[src/rtl/apb_queued_master.sv]
// APB4 requester bridge: queues commands in a FIFO, decodes the slave from the upper
// address bits, issues back-to-back transfers and aborts transfers stalled too long.
module apb_queued_master #(
    parameter int DATA_WIDTH = 32,
    parameter int ADDR_WIDTH = 10,
    parameter int NO_SLAVES  = 2,
    parameter int FIFO_DEPTH = 4,
    parameter int TIMEOUT    = 16
) (
    input  logic                    pclk,
    input  logic                    preset_n,
    input  logic                    req_valid,
    output logic                    req_ready,
    input  logic [ADDR_WIDTH-1:0]   req_addr,
    input  logic                    req_write,
    input  logic [DATA_WIDTH-1:0]   req_wdata,
    input  logic [DATA_WIDTH/8-1:0] req_strb,
    input  logic [2:0]              req_prot,
    output logic                    rsp_valid,
    output logic [DATA_WIDTH-1:0]   rsp_rdata,
    output logic                    rsp_err,
    output logic                    rsp_timeout,
    output logic                    busy,
    output logic [ADDR_WIDTH-1:0]   paddr,
    output logic [2:0]              pprot,
    output logic                    pwrite,
    output logic [DATA_WIDTH-1:0]   pwdata,
    output logic [DATA_WIDTH/8-1:0] pstrb,
    output logic [NO_SLAVES-1:0]    psel,
    output logic                    penable,
    input  logic                    pready,
    input  logic [DATA_WIDTH-1:0]   prdata,
    input  logic                    pslverr
);

    localparam int SEL_W  = (NO_SLAVES > 1) ? $clog2(NO_SLAVES) : 1;
    localparam int STRB_W = DATA_WIDTH / 8;
    localparam int PTR_W  = $clog2(FIFO_DEPTH);
    localparam int CNT_W  = (TIMEOUT > 0) ? $clog2(TIMEOUT + 1) : 1;

    typedef enum logic [1:0] {ST_IDLE, ST_SETUP, ST_ACCESS} state_t;

    typedef struct packed {
        logic [ADDR_WIDTH-1:0] addr;
        logic                  write;
        logic [DATA_WIDTH-1:0] wdata;
        logic [STRB_W-1:0]     strb;
        logic [2:0]            prot;
    } cmd_t;

    cmd_t                  fifo_q [FIFO_DEPTH];
    logic [PTR_W-1:0]      wr_ptr_q, wr_ptr_d, rd_ptr_q, rd_ptr_d;
    logic [PTR_W:0]        count_q, count_d;
    state_t                state_q, state_d;
    logic [CNT_W-1:0]      wait_q, wait_d;
    logic [ADDR_WIDTH-1:0] paddr_q, paddr_d;
    logic [2:0]            pprot_q, pprot_d;
    logic                  pwrite_q, pwrite_d;
    logic [DATA_WIDTH-1:0] pwdata_q, pwdata_d;
    logic [STRB_W-1:0]     pstrb_q, pstrb_d;
    logic [NO_SLAVES-1:0]  psel_q, psel_d;
    logic                  penable_q, penable_d;
    logic                  rsp_valid_q, rsp_valid_d;
    logic [DATA_WIDTH-1:0] rsp_rdata_q, rsp_rdata_d;
    logic                  rsp_err_q, rsp_err_d;
    logic                  rsp_timeout_q, rsp_timeout_d;

    cmd_t             req_cmd, head;
    logic [SEL_W-1:0] head_idx;
    logic             head_ok, fifo_empty, push, pop, load;

    assign req_cmd    = {req_addr, req_write, req_wdata, req_strb, req_prot};
    assign head       = fifo_q[rd_ptr_q];
    assign head_idx   = head.addr[ADDR_WIDTH-1 -: SEL_W];
    assign head_ok    = (int'(head_idx) < NO_SLAVES);
    assign fifo_empty = (count_q == '0);
    assign req_ready  = preset_n && (count_q != (PTR_W+1)'(FIFO_DEPTH));
    assign push       = req_valid && req_ready;

    always_comb begin
        state_d       = state_q;
        wait_d        = wait_q;
        paddr_d       = paddr_q;
        pprot_d       = pprot_q;
        pwrite_d      = pwrite_q;
        pwdata_d      = pwdata_q;
        pstrb_d       = pstrb_q;
        psel_d        = psel_q;
        penable_d     = penable_q;
        rsp_valid_d   = 1'b0;
        rsp_rdata_d   = '0;
        rsp_err_d     = 1'b0;
        rsp_timeout_d = 1'b0;
        pop           = 1'b0;
        load          = 1'b0;

        case (state_q)
            ST_IDLE: begin
                if (!fifo_empty) begin
                    pop = 1'b1;
                    if (head_ok) begin
                        load = 1'b1;
                    end else begin
                        rsp_valid_d = 1'b1;
                        rsp_err_d   = 1'b1;
                    end
                end
            end
            ST_SETUP: begin
                state_d   = ST_ACCESS;
                penable_d = 1'b1;
            end
            ST_ACCESS: begin
                if (pready) begin
                    rsp_valid_d = 1'b1;
                    rsp_err_d   = pslverr;
                    rsp_rdata_d = pwrite_q ? '0 : prdata;
                    psel_d      = '0;
                    penable_d   = 1'b0;
                    state_d     = ST_IDLE;
                    // A bad head is left queued so IDLE reports its decode error.
                    if (!fifo_empty && head_ok) begin
                        pop  = 1'b1;
                        load = 1'b1;
                    end
                end else if (TIMEOUT > 0 && int'(wait_q) == TIMEOUT - 1) begin
                    rsp_valid_d   = 1'b1;
                    rsp_err_d     = 1'b1;
                    rsp_timeout_d = 1'b1;
                    psel_d        = '0;
                    penable_d     = 1'b0;
                    wait_d        = '0;
                    state_d       = ST_IDLE;
                end else if (TIMEOUT > 0) begin
                    wait_d = wait_q + 1'b1;
                end
            end
            default: state_d = ST_IDLE;
        endcase

        if (load) begin
            state_d   = ST_SETUP;
            penable_d = 1'b0;
            wait_d    = '0;
            paddr_d   = head.addr;
            pprot_d   = head.prot;
            pwrite_d  = head.write;
            pwdata_d  = head.write ? head.wdata : '0;
            pstrb_d   = head.write ? head.strb : '0;
            for (int i = 0; i < NO_SLAVES; i++) begin
                psel_d[i] = (int'(head_idx) == i);
            end
        end

        wr_ptr_d = push ? wr_ptr_q + 1'b1 : wr_ptr_q;
        rd_ptr_d = pop ? rd_ptr_q + 1'b1 : rd_ptr_q;
        case ({push, pop})
            2'b10:   count_d = count_q + 1'b1;
            2'b01:   count_d = count_q - 1'b1;
            default: count_d = count_q;
        endcase
    end

    always_ff @(posedge pclk) begin
        if (!preset_n) begin
            state_q       <= ST_IDLE;
            wr_ptr_q      <= '0;
            rd_ptr_q      <= '0;
            count_q       <= '0;
            wait_q        <= '0;
            paddr_q       <= '0;
            pprot_q       <= '0;
            pwrite_q      <= 1'b0;
            pwdata_q      <= '0;
            pstrb_q       <= '0;
            psel_q        <= '0;
            penable_q     <= 1'b0;
            rsp_valid_q   <= 1'b0;
            rsp_rdata_q   <= '0;
            rsp_err_q     <= 1'b0;
            rsp_timeout_q <= 1'b0;
        end else begin
            state_q       <= state_d;
            wr_ptr_q      <= wr_ptr_d;
            rd_ptr_q      <= rd_ptr_d;
            count_q       <= count_d;
            wait_q        <= wait_d;
            paddr_q       <= paddr_d;
            pprot_q       <= pprot_d;
            pwrite_q      <= pwrite_d;
            pwdata_q      <= pwdata_d;
            pstrb_q       <= pstrb_d;
            psel_q        <= psel_d;
            penable_q     <= penable_d;
            rsp_valid_q   <= rsp_valid_d;
            rsp_rdata_q   <= rsp_rdata_d;
            rsp_err_q     <= rsp_err_d;
            rsp_timeout_q <= rsp_timeout_d;
        end
    end

    // Storage needs no reset; validity comes from the pointers and count.
    always_ff @(posedge pclk) begin
        if (push) begin
            fifo_q[wr_ptr_q] <= req_cmd;
        end
    end

    assign busy        = !fifo_empty || (state_q != ST_IDLE);
    assign paddr       = paddr_q;
    assign pprot       = pprot_q;
    assign pwrite      = pwrite_q;
    assign pwdata      = pwdata_q;
    assign pstrb       = pstrb_q;
    assign psel        = psel_q;
    assign penable     = penable_q;
    assign rsp_valid   = rsp_valid_q;
    assign rsp_rdata   = rsp_rdata_q;
    assign rsp_err     = rsp_err_q;
    assign rsp_timeout = rsp_timeout_q;

endmodule
[config.mk]
export PLATFORM = sky130hd
export DESIGN_NAME = apb_queued_master
export DESIGN_NICKNAME = d
export VERILOG_FILES = /design/src/rtl/apb_queued_master.sv
export SDC_FILE = /design/constraint.sdc
export NUM_CORES = 1
export LEC_CHECK = 0
export BUFFER_PORTS_ARGS = -buffer_cell sky130_fd_sc_hd__clkbuf_2
export CAP_MARGIN = 20
export CORE_ASPECT_RATIO = 0.75
export CORE_MARGIN = 3
export CORE_UTILIZATION = 50
export DETAILED_ROUTE_END_ITERATION = 12
export PLACE_DENSITY_LB_ADDON = 0.25
export SLEW_MARGIN = 20
export SYNTH_ARGS = -nofsm -noshare
export SYNTH_HDL_FRONTEND = slang
export SYNTH_SLANG_ARGS = --single-unit
[constraint.sdc]
create_clock -name pclk -period 2.45 [get_ports pclk]
set_input_delay 0.1225 -clock pclk [delete_from_list [all_inputs] [get_ports pclk]]
set_output_delay 0.1225 -clock pclk [all_outputs]
set_load 0.05 [all_outputs]
==> results by group <==
Place
  – Placed cell count: 1,096
  – IO buf count: 176
  – Final Wtd Congestion: 0.7748
  – HPWL after DPL: 13,520 um
  – Dpl cell area: 12,000 sq um
  – Setup WS pre-CTS: 302.2 ps

Detailed routing
  – DRT iter0 DRCs: 507
  – First-pass iteration count of the detailed router: 4
  – Vias post-DR: 6,528
  – Final WL: 23,520 um
  – Vias/cell: 5.269
  – DRC Markers: 0
  – Drt wl/cell: 18.98 um
  – Post-route ant nets: 0

CTS
  – Clock-pin slew on the worst setup and hold paths: 60 ps
  – Total setup buffers inserted after CTS: 0
  – CTS Buf Count: 29
  – Clock insertion delay at the later pin of the skew report: 530 ps
  – Root Driver: clkbuf_16
  – CTS sink count: 304
  – CTS tree: built
  – H-tree levels: 1
  – Clock Tree Buf Depth: 3

STA
  – Clk_skew: 18.12 ps
  – Setup violators final: 0
  – Max-slew headroom: 41.27%
  – Final Max Slew Viols: 0
  – Unrepaired setup endpoints after global routing: false
  – Final min period: 2353 ps
  – Final Hold Viols: 0
  – Final cycle utilization of the critical path: 96.03%
  – Final TNS setup: 0 ps
  – Max frequency: 425.0 MHz
  – Setup WS post-layout: 97.27 ps
  – Worst Max-Slew Pin Slew: 881.0 ps

Floorplanning
  – Die ar.: 23,400 sq um
  – Initial Util: 52.09%
  – Vert. Die Dim: 133.2 um
  – Die width: 175.7 um
  – Cell Rows: 45
  – IO Pins: 177
  – Core area: 20,720 sq um

Critical path
  – CP Data Required Time: 2920 ps
  – CP arrival: 2830 ps
  – Reg-to-reg endpoint: rsp_err$_SDFF_PN0_
  – Kind of critical path: reg -> reg
  – Critical Path Source Type: register
  – Reg2reg path depth: 6
  – CP startpoint: wait_q[0]$_SDFFE_PP0P_
  – Critical path endpoint: rsp_err$_SDFF_PN0_
  – FF-to-FF setup slack: 100 ps
  – Crit Path Max Fanout: 7
  – CP endpoint kind: register
  – Worst R2R Start: wait_q[0]$_SDFFE_PP0P_

Global route
  – GRT Total Usage: 20.07%
  – Vias in the first global route: 6,827
  – Largest net degree at the start of global routing: 63
  – Total grt overflow: 0
  – Initial antenna violation count: 3
  – First-pass GRT wire length: 36,960 um

Layout
  – Final std cells w/o fill: 1,239
  – Most common cell after layout, fill and taps aside: edfxtp_1
  – Layout cell share with drive strength beyond 1: 31.03%
  – Net count, final: 1,026
  – Layout area overhead: 28.08%
  – Post-route cell area: 13,820 sq um
  – Commonest cells after routing, fill and taps aside: 200 x edfxtp_1, 176 x clkbuf_2, 102 x dfxtp_1

Yosys
  – Syn avg cell area: 16.43 sq um
  – Post-Syn Nets: 751
  – Async SR Flop Fraction: 0%
  – Yosys warns: 0
  – EDFF count, synth: 200
  – Register area share after synthesis: 74.94%
  – Mapped Cells: 657
  – Mapped Area: 10,790 sq um
  – Synth area leader: edfxtp_1
  – Post-synth top area share: 55.65%
  – Number of synthesized register bits: 304
  – Top area cells in the synthesized netlist: edfxtp_1 56%, dfxtp_1 19%, mux4_2 10%
  – Distinct cells, synth: 37
  – Post-synth top flop: edfxtp_1

Power
  – VDD IR-drop max: 0.9033 mV
  – Leak Pwr: 5.089 nW
  – Power per cell area: 1071 nW/um^2

Outcome
  – Outcome: finished, final reports clean

Min path
  – Hold WC Path Type: in -> reg
  – Min-delay src: req_valid

Job
  – Max-cap violations: 0
## flip-flops by register name, summed over array words and instances (netlist names), named ones only
signal,count
fifo_q,200
pwdata,32
rsp_rdata,32
paddr,10
wait_q,5
pstrb,4
count_q,3
pprot,3
psel,2
rd_ptr_q,2
state_q,2
wr_ptr_q,2
penable,1
pwrite,1
rsp_err,1
rsp_timeout,1
rsp_valid,1
## where the power goes
part           switching [mW]  internal (mW)  leakage (nW)
Clock                    1.76           2.62         0.457
Combinational            2.83           1.27          1.97
Sequential              0.318           6.01          2.66
## worst max-delay path, stage by stage (launching register included)
cell and delay (ps):
dfxtp_1 410, ha_1 200, and4b_1 360, mux2i_1 130
dlygate4sd3_1 580, nor2_1 90, dlygate4sd3_1 540
## what timing repair did
action,4_1_cts,5_1_grt
resized for setup,0,0
hold buffers,87,0
endpoints found under the hold margin,237,0
## synth_stat cells (all sizes together), types with 6 or more instances
cell type,number
edfxtp,200
ha,6
nor2,18
a21oi,56
mux4,50
buf,24
and2,36
nand2,71
inv,7
clkbuf,13
nand3,39
dfxtp,104
## cell type report
| cell class | count | area (sq um) |
|---|---|---|
| diodes | 3 | 7.507 |
| clock buffers | 44 | 822.0 |
| clock inverters | 9 | 120.1 |
| fillers | 1449 | 6897 |
| inverters | 8 | 31.28 |
| multi-input cells | 308 | 2497 |
| flip-flops and latches | 304 | 8093 |
| well taps | 282 | 352.8 |
| repair buffers | 281 | 1899 |
## how the worst min path moves through the flow
stage               slack, ps                  endpoint  cells after the start
floorplan                 220   state_q[0]$_SDFFE_PN0P_                      2
global placement          320  rsp_rdata[22]$_SDFF_PP0_                      2
detailed placement        330  rsp_rdata[22]$_SDFF_PP0_                      2
CTS                       120  wr_ptr_q[1]$_SDFFE_PN0P_                      6
global route              170  wr_ptr_q[1]$_SDFFE_PN0P_                      6
finish                    150  wr_ptr_q[1]$_SDFFE_PN0P_                      6
## cell families after synthesis
kind of cell,share of synthesized area [%]
DFF,74.94
adders and majority gates,0.8810
AOI/OAI and AO/OA,3.385
buffers and inverters,1.982
muxes,10.62
xor gates and xnor gates,0.4058
and+or+nand+nor,7.791
## per-layer routing
metal	GRT usage, %	up-vias	routed length [um]
met4	5.758	0	538
met2	34.91	231	11960
met3	3.818	44	1537
met5	0	-	0
li1	-	3001	-
met1	25.99	3252	9480
## metrics by stage
stage                     hold slack, ps  total power [mW]  utilization, %
final                              146.6             14.81           66.72
after global routing               168.2             15.50           66.72
after CTS                          122.4             14.94           66.68
after detailed placement           325.1             10.46           57.93
after global placement             323.9             10.32           57.93
after floorplan                    216.0             9.372               -
No activity file was read; power rests on OpenSTA's default activity.
